===== config.mk =====
export PLATFORM = sky130hd
export DESIGN_NAME = gbe_tx_arbiter
export DESIGN_NICKNAME = d
export VERILOG_FILES = /design/src/rtl/gbe_pkg.sv /design/src/rtl/gbe_tx_arbiter.sv
export SDC_FILE = /design/constraint.sdc
export NUM_CORES = 1
export LEC_CHECK = 0
export CORE_AREA = 2 2 166 168
export CTS_CLUSTER_DIAMETER = 30
export DETAILED_ROUTE_END_ITERATION = 16
export DIE_AREA = 0 0 168 170
export GPL_ROUTABILITY_DRIVEN = 0
export PLACE_DENSITY = 0.62
export SLEW_MARGIN = 20
export SYNTH_ARGS = -nofsm -noshare
export SYNTH_HDL_FRONTEND = slang
export SYNTH_SLANG_ARGS = --single-unit

===== constraint.sdc =====
create_clock -name clk -period 6.2 [get_ports clk]
set_clock_uncertainty 0.1 [all_clocks]
set_input_delay 1.24 -clock clk [delete_from_list [all_inputs] [get_ports clk]]
set_output_delay 1.24 -clock clk [all_outputs]
set_load 0.05 [all_outputs]

===== src/rtl/gbe_pkg.sv =====
// Shared types and default sizing for the 10GbE TX path (arbiter and packetizer).
package gbe_pkg;

    typedef logic [63:0] packet_word_t;

    typedef enum logic [1:0] {
        IDLE,
        PRI,
        SEC,
        DROP
    } arb_state_t;

    localparam int WINDOW_DEF      = 1024;
    localparam int SEC_MAX_LEN_DEF = 64;
    localparam int GUARD_DEF       = 8;

endpackage


===== src/rtl/gbe_tx_arbiter.sv =====
// Shares the 10GbE TX port between the unstallable science packetizer and a
// handshaked housekeeping source that is only granted inside the post-packet idle gap.
//
// state | meaning
// IDLE  | no packet in flight; primary wins, else secondary may be granted
// PRI   | primary packet passing through
// SEC   | secondary packet being accepted through the one-word hold register
// DROP  | secondary packet was cut short; remaining words consumed and discarded
module gbe_tx_arbiter
    import gbe_pkg::*;
#(
    parameter int WINDOW      = WINDOW_DEF,
    parameter int SEC_MAX_LEN = SEC_MAX_LEN_DEF,
    parameter int GUARD       = GUARD_DEF
) (
    input  logic         clk,
    input  logic         rst,
    input  packet_word_t pri_data,
    input  logic         pri_valid,
    input  logic         pri_eod,
    input  packet_word_t sec_data,
    input  logic         sec_valid,
    input  logic         sec_eod,
    output logic         sec_ready,
    output packet_word_t tx_data,
    output logic         tx_valid,
    output logic         tx_eod,
    output logic         collision,
    output logic         trunc_len,
    output logic [15:0]  collision_count,
    output logic [31:0]  sec_pkt_count
);

    localparam int GAP_W = $clog2(WINDOW + 1);
    localparam int LEN_W = $clog2(SEC_MAX_LEN + 1);

    arb_state_t       state;
    logic [GAP_W-1:0] gap_cnt;
    logic             pri_seen;
    logic [LEN_W-1:0] sec_len;

    packet_word_t     p1_data;
    logic             p1_valid;
    logic             p1_eod;

    packet_word_t     hold_data;
    logic             hold_valid;
    logic             hold_eod;
    logic             hold_trunc;

    logic [31:0]      gap_need;
    logic             grant;
    logic             sec_accept;
    logic             collide;
    logic             at_max;
    logic             hold_release;

    // gap_need is 32 bits so gap + length + guard can never wrap
    always_comb begin
        gap_need     = 32'(gap_cnt) + 32'(SEC_MAX_LEN) + 32'(GUARD);
        grant        = sec_valid && !pri_valid && (!pri_seen || (gap_need <= 32'(WINDOW)));
        sec_ready    = ((state == SEC) || (state == DROP)) && !pri_valid;
        sec_accept   = sec_valid && sec_ready;
        collide      = (state == SEC) && pri_valid;
        at_max       = (sec_len == LEN_W'(SEC_MAX_LEN - 1));
        hold_release = hold_valid && (hold_eod || sec_accept || collide);
    end

    always_ff @(posedge clk) begin
        if (rst) begin
            state           <= IDLE;
            gap_cnt         <= '0;
            pri_seen        <= 1'b0;
            sec_len         <= '0;
            p1_data         <= '0;
            p1_valid        <= 1'b0;
            p1_eod          <= 1'b0;
            hold_data       <= '0;
            hold_valid      <= 1'b0;
            hold_eod        <= 1'b0;
            hold_trunc      <= 1'b0;
            tx_data         <= '0;
            tx_valid        <= 1'b0;
            tx_eod          <= 1'b0;
            collision       <= 1'b0;
            trunc_len       <= 1'b0;
            collision_count <= '0;
            sec_pkt_count   <= '0;
        end else begin
            p1_data  <= pri_data;
            p1_valid <= pri_valid;
            p1_eod   <= pri_valid && pri_eod;

            if (pri_valid && pri_eod) begin
                gap_cnt  <= '0;
                pri_seen <= 1'b1;
            end else if (gap_cnt != GAP_W'(WINDOW)) begin
                gap_cnt <= gap_cnt + GAP_W'(1);
            end

            // A held secondary word can never coincide with a primary stage-1 word:
            // the hold is only loaded on cycles where pri_valid was low.
            collision <= collide;
            trunc_len <= 1'b0;
            if (p1_valid) begin
                tx_data  <= p1_data;
                tx_valid <= 1'b1;
                tx_eod   <= p1_eod;
            end else if (hold_release) begin
                tx_data   <= hold_data;
                tx_valid  <= 1'b1;
                tx_eod    <= hold_eod || collide;
                trunc_len <= hold_trunc;
                if (hold_eod && !hold_trunc) begin
                    sec_pkt_count <= sec_pkt_count + 32'd1;
                end
            end else begin
                tx_data  <= p1_data;
                tx_valid <= 1'b0;
                tx_eod   <= 1'b0;
            end

            if (collide && (collision_count != 16'hFFFF)) begin
                collision_count <= collision_count + 16'd1;
            end

            if (hold_release) begin
                hold_valid <= 1'b0;
            end
            if ((state == SEC) && sec_accept) begin
                hold_valid <= 1'b1;
                hold_data  <= sec_data;
                hold_eod   <= sec_eod || at_max;
                hold_trunc <= !sec_eod && at_max;
            end

            case (state)
                IDLE: begin
                    sec_len <= '0;
                    if (pri_valid) begin
                        if (!pri_eod) begin
                            state <= PRI;
                        end
                    end else if (grant) begin
                        state <= SEC;
                    end
                end
                PRI: begin
                    if (pri_valid && pri_eod) begin
                        state <= IDLE;
                    end
                end
                SEC: begin
                    if (collide) begin
                        state <= DROP;
                    end else if (sec_accept) begin
                        sec_len <= sec_len + LEN_W'(1);
                        if (sec_eod) begin
                            state <= IDLE;
                        end else if (at_max) begin
                            state <= DROP;
                        end
                    end
                end
                DROP: begin
                    if (sec_accept && sec_eod) begin
                        state <= IDLE;
                    end
                end
                default: state <= IDLE;
            endcase
        end
    end

endmodule


# Word-level counts from Yosys, hierarchy flattened
# Index checks and enable logic that the tools add are counted.
# W data, S select, Z words.
# word_totals
regBits,270
latchBits,0
mem_bits_rw,0
rom_bits,0
in_bits,134
word_cells,92
memories,0
# classes
addsub,6
multipliers,0
div_mod_pow,0
magnitude_cmp,1
n_eq_ne,14
n_shift,0
muxes,21
n_bitwise,2
reduce_logical,30
# op_table
cell,count
$mux W64,2
$add A32 B1 Y32 const B,1
$mux W2,9
$add A16 B1 Y16 const B,1
$ne A16 B16 Y1 const B,1
$mux W7,2
$pmux W7 S2,1
$add A12 B4 Y13 const B,1
$le A13 B11 Y1 const B,1
$add A11 B7 Y12 const B,1
$logic_and A1 B1 Y1,12
$add A11 B1 Y11 const B,1
$ne A11 B11 Y1 const B,1
$ne A3 B3 Y1 const B,3
$pmux W2 S4,1
$add A7 B1 Y7 const B,1
$eq A7 B6 Y1 const B,1
$logic_or A1 B1 Y1,6
$mux W1,6
$ne A2 B2 Y1 const B,3
$reduce_and A3 Y1,2
$reduce_and A6 Y1,1
$eq A2 B2 Y1 const B,2
$logic_not A1 Y1,4
other kinds (8),10

# Depth between registers and ports, before layout
# logic_depth
depth_word,9
ltp_mapped,7

# Worst setup path before layout
# OpenSTA, ideal clock, no wires.
# synth_timing
path_type,input -> output
start,input port pri_valid
end,output port sec_ready
arrival_time_ns,2.140
t_required_ns,4.860
slack_ns,2.720
stages,2
cell_sequence,clkbuf_1 -> nor2b_1
# synth_between
elab_chain_len,2
# synth_rtl
item,line_no,rtl
start: declaration,gbe_tx_arbiter.sv:19,"input logic pri_valid,"
$logic_not A1 Y1,gbe_tx_arbiter.sv:62,sec_ready = ((state == SEC) || (state == DROP)) && !pri_valid;
$logic_and A1 B1 Y1,gbe_tx_arbiter.sv:62,
end: declaration,gbe_tx_arbiter.sv:24,"output logic sec_ready,"
# No other way between the ends.

# Worst setup path after layout
# Same ends and word-level chain as after synthesis.

==> impl_metrics.csv <==
group,metric,value,unit
status,run_status,"finished clean",
synthesis,synth_top_area_cell,"dfxtp_1",
synthesis,synthDistinctLibCells,49,
global_route,grt_pass1_vias,8409,
clock_network,clkTransAtPathRegs,0.05,ns
detailed_routing,wl,26200,µm
sta,rsz0062_at_grt,"false",
pwr,p_leak,5.46,nW
synthesis,avgSynthCellArea,9.14,µm²
clock_network,cts_setup_buffers,0,
setup_path,cp.arrival,3.05,ns
sta,hold_violations,0,
sta,tightest_slew,0.987,ns
floorplan,rows,60,
floorplan,io_pins,251,
synthesis,synthTopCellsByCount,"dfxtp_1, nand2_1, nand2b_1",
synthesis,synth.top_cell.area_share,0.509,
placement,pre_cts_ws,1.83,ns
setup_path,timing.rr.end,"tx_data[1]",
finish,multi_input_area,4890,µm²
setup_path,critPathKind,"input port to primary output",
sta,layout_min_cycle_time,4.39,ns
detailed_routing,dr.first_iter.drc_count,495,
floorplan,start_util,0.399,
global_route,grt_max_degree,156,
detailed_routing,via_per_inst,4.80,
min_path,min_from,"p1_data[35]",
pwr,peakVddDrop,246,µV
min_path,min_to,"tx_data[35]",
setup_path,critPathTopFamily,"buffers and inverters",
clock_network,cts_buffer_depth,3,
placement,place_hpwl,16700,µm
floorplan,die-area,28600,µm²
clock_network,cts_made_buffers,60,
floorplan,chipHeight,170,µm
placement,io_buffers,250,
finish,syn_to_final_growth,47.5,%
setup_path,crit_required,4.86,ns
finish,ff_latch_area,5410,µm²
setup_path,r2r_slack,3.41,ns
synthesis,netlist_top_cells_area,"dfxtp_1, nand2b_1, mux2i_1",
finish,layout-drive-gt1-share,0.0960,
detailed_routing,dr.pass1.iters,6,
sta,fmax,228,MHz
sta,slew_headroom,0.342,
synthesis,syn-num-nets,1302,
synthesis,yosys_warnings,0,
setup_path,crit_chain,"clkdlybuf4s50_1, nor2b_1, clkdlybuf4s50_1",
clock_network,post_cts_resized,0,
synthesis,async_reset_ff_frac,0,
floorplan,dieWidth,168,µm
min_path,whs_path_depth,2,
floorplan,core,26700,µm²
sta,timing.hold.ws,0.345,ns
setup_path,critPathBufInv,2,
global_route,grtUsageTotal,0.180,
finish,fill_cells,2312,
sta,final-setup-viol-count,0,
clock_network,cts_hold_buf,0,
setup_path,r2r_cells,4,
pwr,powerDensity,366,nW/µm²
synthesis,netlist_area,10600,µm²
placement,placed_cells,1686,
sta,setup-tns-final,0,ns
setup_path,endpoint_kind,"primary output",
setup_path,crit_slowest_cell,"clkdlybuf4s50_1",
min_path,hold_class,"flip-flop to flip-flop",
synthesis,synth_edf_count,0,
clock_network,cts_tree,"yes",
setup_path,rr_startpoint,"state[1]",
setup_path,crit_top_cell,"clkdlybuf4s50_1",
setup_path,max_stage_delay,0.84,ns
synthesis,yosys.cell_count.top_type,"dfxtp_1",
sta,worst_slack,1.81,ns
setup_path,cp_max_fo,19,
detailed_routing,vias,8649,
detailed_routing,drc_errors,0,
finish,finalNonFillerCells,1802,
detailed_routing,antenna_left,0,
detailed_routing,wl_per_cell,14.5,µm
synthesis,syn_inst,1162,
setup_path,start_kind,"input port",
clock_network,cts_root_buf,"clkbuf_16",
global_route,overflow,0,
clock_network,clock_sinks,270,
clock_network,h-tree-depth,2,
synthesis,ys_seq_elements,270,
synthesis,ys_seq_area_frac,0.509,
synthesis,synthFlopType,"dfxtp_1",
run,maxCapViolCount,0,
global_route,grt_pass1_wl,42000,µm
clock_network,clock_latency,0.56,ns
sta,fin_crit_sh,0.708,
finish,layout.nets,1547,
sta,final_max_slew_viol_count,0,
global_route,antenna_found_initial,2,
-- placed cells by master (no fill, tap or decap), types with 8 or more instances in the layout --
cell type	n
o21ai_0	18
or3_1	14
buf_4	8
xnor2_1	16
nor2_1	47
nand3_1	16
dfxtp_1	270
mux2_2	15
clkdlybuf4s50_1	249
bufinv_16	17
nand4_1	16
o31ai_1	10
clkinv_2	11
nand2b_1	136
clkbuf_16	60
a21oi_1	103
nor2b_1	86
clkinvlp_4	11
mux2i_1	66
inv_1	17
nand2_1	159
nor3_1	11
or4_1	10
-- metal layers --
| layer | wire (µm) | GRT usage |
|---|---|---|
| met1 | 11000 | 0.211 |
| met5 | 0 | 0 |
| met2 | 12800 | 0.307 |
| met4 | 705 | 0.0741 |
| met3 | 1710 | 0.0547 |
-- where the power goes --
group,leakage (nW),switching (W),internal [W]
logic,2.15,0.000186,0.000172
registers,2.21,0.0000334,0.00180
clock network,1.10,0.00100,0.00255
total,5.46,0.00122,0.00452
-- cells by family (layout without fill, tap and decap cells) --
group	Yosys count	in the layout	share of synthesized area
buf+inv	92	389	0.0343
mux	81	81	0.0781
other cells	0	2	0
xor+xnor	23	23	0.0190
compound gates	157	157	0.0835
fa+ha+maj	6	6	0.00707
flops	270	270	0.509
simple gates	533	533	0.269
-- sequential cells by signal, indices dropped and copies added, names as in the netlist --
register         flops
p1_valid             1
hold_data           64
collision            1
pri_seen             1
state                2
p1_data             64
hold_valid           1
sec_len              7
sec_pkt_count       32
trunc_len            1
gap_cnt             11
collision_count     16
tx_valid             1
hold_eod             1
hold_trunc           1
tx_data             64
tx_eod               1
p1_eod               1
-- worst max path at each step --
stage | from | endpoint | slack, ns | cells past startpoint
floorplan | pri_valid | sec_ready | 2.72 | 2
CTS | pri_valid | sec_ready | 1.81 | 3
finish | pri_valid | sec_ready | 1.81 | 3
global route | pri_valid | sec_ready | 1.68 | 3
global placement | pri_valid | sec_ready | 1.87 | 3
detailed placement | pri_valid | sec_ready | 1.83 | 3
-- stage by stage --
step	cell area [µm²]	util	power [W]
5_1_grt	15700	0.588	0.00593
3_3_place_gp	13400	0.501	0.00222
2_1_floorplan	10600	-	0.00206
3_5_place_dp	13400	0.501	0.00223
6_report	15700	0.588	0.00574
4_1_cts	15700	0.588	0.00581
-- worst reg2reg max path, delay by kind of cell (launching register included) --
kind	cells	cell delay, ns
flip-flops	1	0.80
buffers and inverters	1	0.79
AO/OA/AOI/OAI	2	0.70
multiplexers	1	0.32
-- layout make-up --
| cell class | count | area share |
|---|---|---|
| repair buffers | 258 | 0.164 |
| well taps | 341 | 0.0272 |
| flip-flops and latches | 270 | 0.345 |
| diodes | 2 | 0.000319 |
| clock inverters | 44 | 0.0454 |
| inverters | 17 | 0.00407 |
| clock buffers | 70 | 0.102 |
| multi-input cells | 800 | 0.312 |
Note: power is estimated with default switching activity, not from simulation.
==> patch (config.mk and constraints unchanged) <==
`WINDOW_DEF`: 1024 -> 2048.
--- a/src/rtl/gbe_pkg.sv
+++ b/src/rtl/gbe_pkg.sv
@@ -10,7 +10,7 @@
         DROP
     } arb_state_t;
 
-    localparam int WINDOW_DEF      = 1024;
+    localparam int WINDOW_DEF      = 2048;
     localparam int SEC_MAX_LEN_DEF = 64;
     localparam int GUARD_DEF       = 8;
 
Check against the original RTL: no difference found for any inputs over 4 cycles, from zero or initial values and one cycle with rst high; that may be too few to reach the edited logic, so the function may still have changed.
==> patch against the original RTL <==
  * Register-to-register slack better by 0.10 ns
  * Die area stayed put
  * Non-clock buffer count is 1 lower
  * Sequential power about the same
  * Global-route usage down 0.26 points
  * Sequential cell count rose by 1
  * Total power fell by 10%
  * Cell area down 6.9%
  * Core utilization down 4.0 points
  * Area after synthesis fell by 6.5%
  * Worst setup slack improved by 0.079 ns
  * Wire length fell by 0.61%
==> patch: results (changes against the original RTL) <==
stage	metric	value	unit	change
drt	number of vias in the routed layout	8464		-2.1%
worst_setup_path	worst reg-to-reg setup slack	3.51	ns	+0.10 ns
yosys	share of the synthesized netlist area taken by xor and xnor gates	4.67	%	+2.8 points
placed_design	Setup WS pre-CTS	1.90	ns	+0.0718 ns
yosys	post-synthesis share of cell area spent on full adders, half adders and majority gates	0.756	%	+0.049 points
pwr	combinational power	0.314	mW	-12%
grt	global-route wire length before repair	41.1	mm	-2.1%
pwr	internal power consumption	4.06	mW	-10%
yosys	mux cell area share after synthesis	0.643	%	-7.2 points
grt	met1 layer usage reported by global route	21.8	%	+0.70 points
pwr	clock network power share	58.5	%	-3.3 points
pwr	proportion of total power due to net switching	21.4	%	+0.13 points
grt	met2 track utilization from global routing	29.5	%	-1.1 points
drt	First DRT Iteration DRCs	558		+13%
drt	DR pass1 iterations	5		-1
placed_design	HPWL Detailed	16.5	mm	-1.6%
yosys	Synthesized Nets	1278		-1.8%
grt	global routing usage summed across all routing layers	17.7	%	-0.26 points
clock_network	insertion delay of the later-clocked pin in the worst-skew pair	0.54	ns	-0.02 ns
pwr	Leakage Power	5.30	nW	-2.8%
yosys	top cells by count, synth	sky130_fd_sc_hd__nand2_1, sky130_fd_sc_hd__dfxtp_1, sky130_fd_sc_hd__a21oi_1, sky130_fd_sc_hd__nor2_1, sky130_fd_sc_hd__nor2b_1		
finish	Net count, final	1526		-1.4%
worst_setup_path	critical path fanouts, max	12		-7
clock_network	number of buffers inserted during clock tree synthesis	55		-8.3%
drt	Met3 Wirelength	1.89	mm	+10%
drt	routed vias/inst	4.78		-0.48%
yosys	area fraction in compound gates after synthesis	9.95	%	+1.6 points
drt	highest metal layer with signal wires	met5		
finish	fraction of final layout cells sized beyond drive strength 1	8.60	%	-0.99 points
run_status	result of the run	finished, final reports clean		
yosys	synthesized instance count	1138		-2.1%
placed_design	placed insts	1670		-0.95%
grt	number of antenna violations at the first check in global routing	3		+1
worst_setup_path	number of cells traversed by the worst register-to-register path	6		+2
grt	number of global-route vias before repair	8080		-3.9%
drt	total wirelength of the detailed-routed design	26.1	mm	-0.61%
sta	slew at the pin closest to its max-slew limit	0.863	ns	-0.123 ns
yosys	Seq/Total Area, Yosys	54.6	%	+3.8 points
worst_setup_path	data arrival time at the worst-slack endpoint	2.97	ns	-0.08 ns
drt	routed wl met2	12.1	mm	-5.7%
grt	global-route met3 utilization	5.21	%	-0.26 points
yosys	number of distinct library cells after synthesis	61		+24%
drt	met1 layer wirelength in the final routing	11.5	mm	+4.2%
patch: cell type report:
class / count / area (sq um)
Fill cell: 2426 / 12100
Sequential cell: 271 / 5430
Multi-Input combinational cell: 784 / 4160
Timing Repair Buffer: 257 / 2560
Clock buffer: 74 / 1550
Tap cell: 341 / 427
Clock inverter: 27 / 399
Inverter: 17 / 63.8
Antenna cell: 1 / 2.50
patch: stage by stage:
step	area [sq um]	hold WS (ns)	utilization [%]
after floorplan	9930	0.322	-
after global placement	12600	0.325	47.4
after detailed placement	12600	0.329	47.4
after CTS	14600	0.329	54.7
after global routing	14600	0.343	54.7
final	14600	0.331	54.7
patch: how the worst max path moves through the flow:
stage / endpoint / slack (ns) / depth (start not counted)
2_1_floorplan: sec_ready / 2.70 / 2
3_3_place_gp: sec_ready / 1.91 / 3
3_5_place_dp: sec_ready / 1.90 / 3
4_1_cts: sec_ready / 1.89 / 3
5_1_grt: sec_ready / 1.79 / 3
6_report: sec_ready / 1.89 / 3
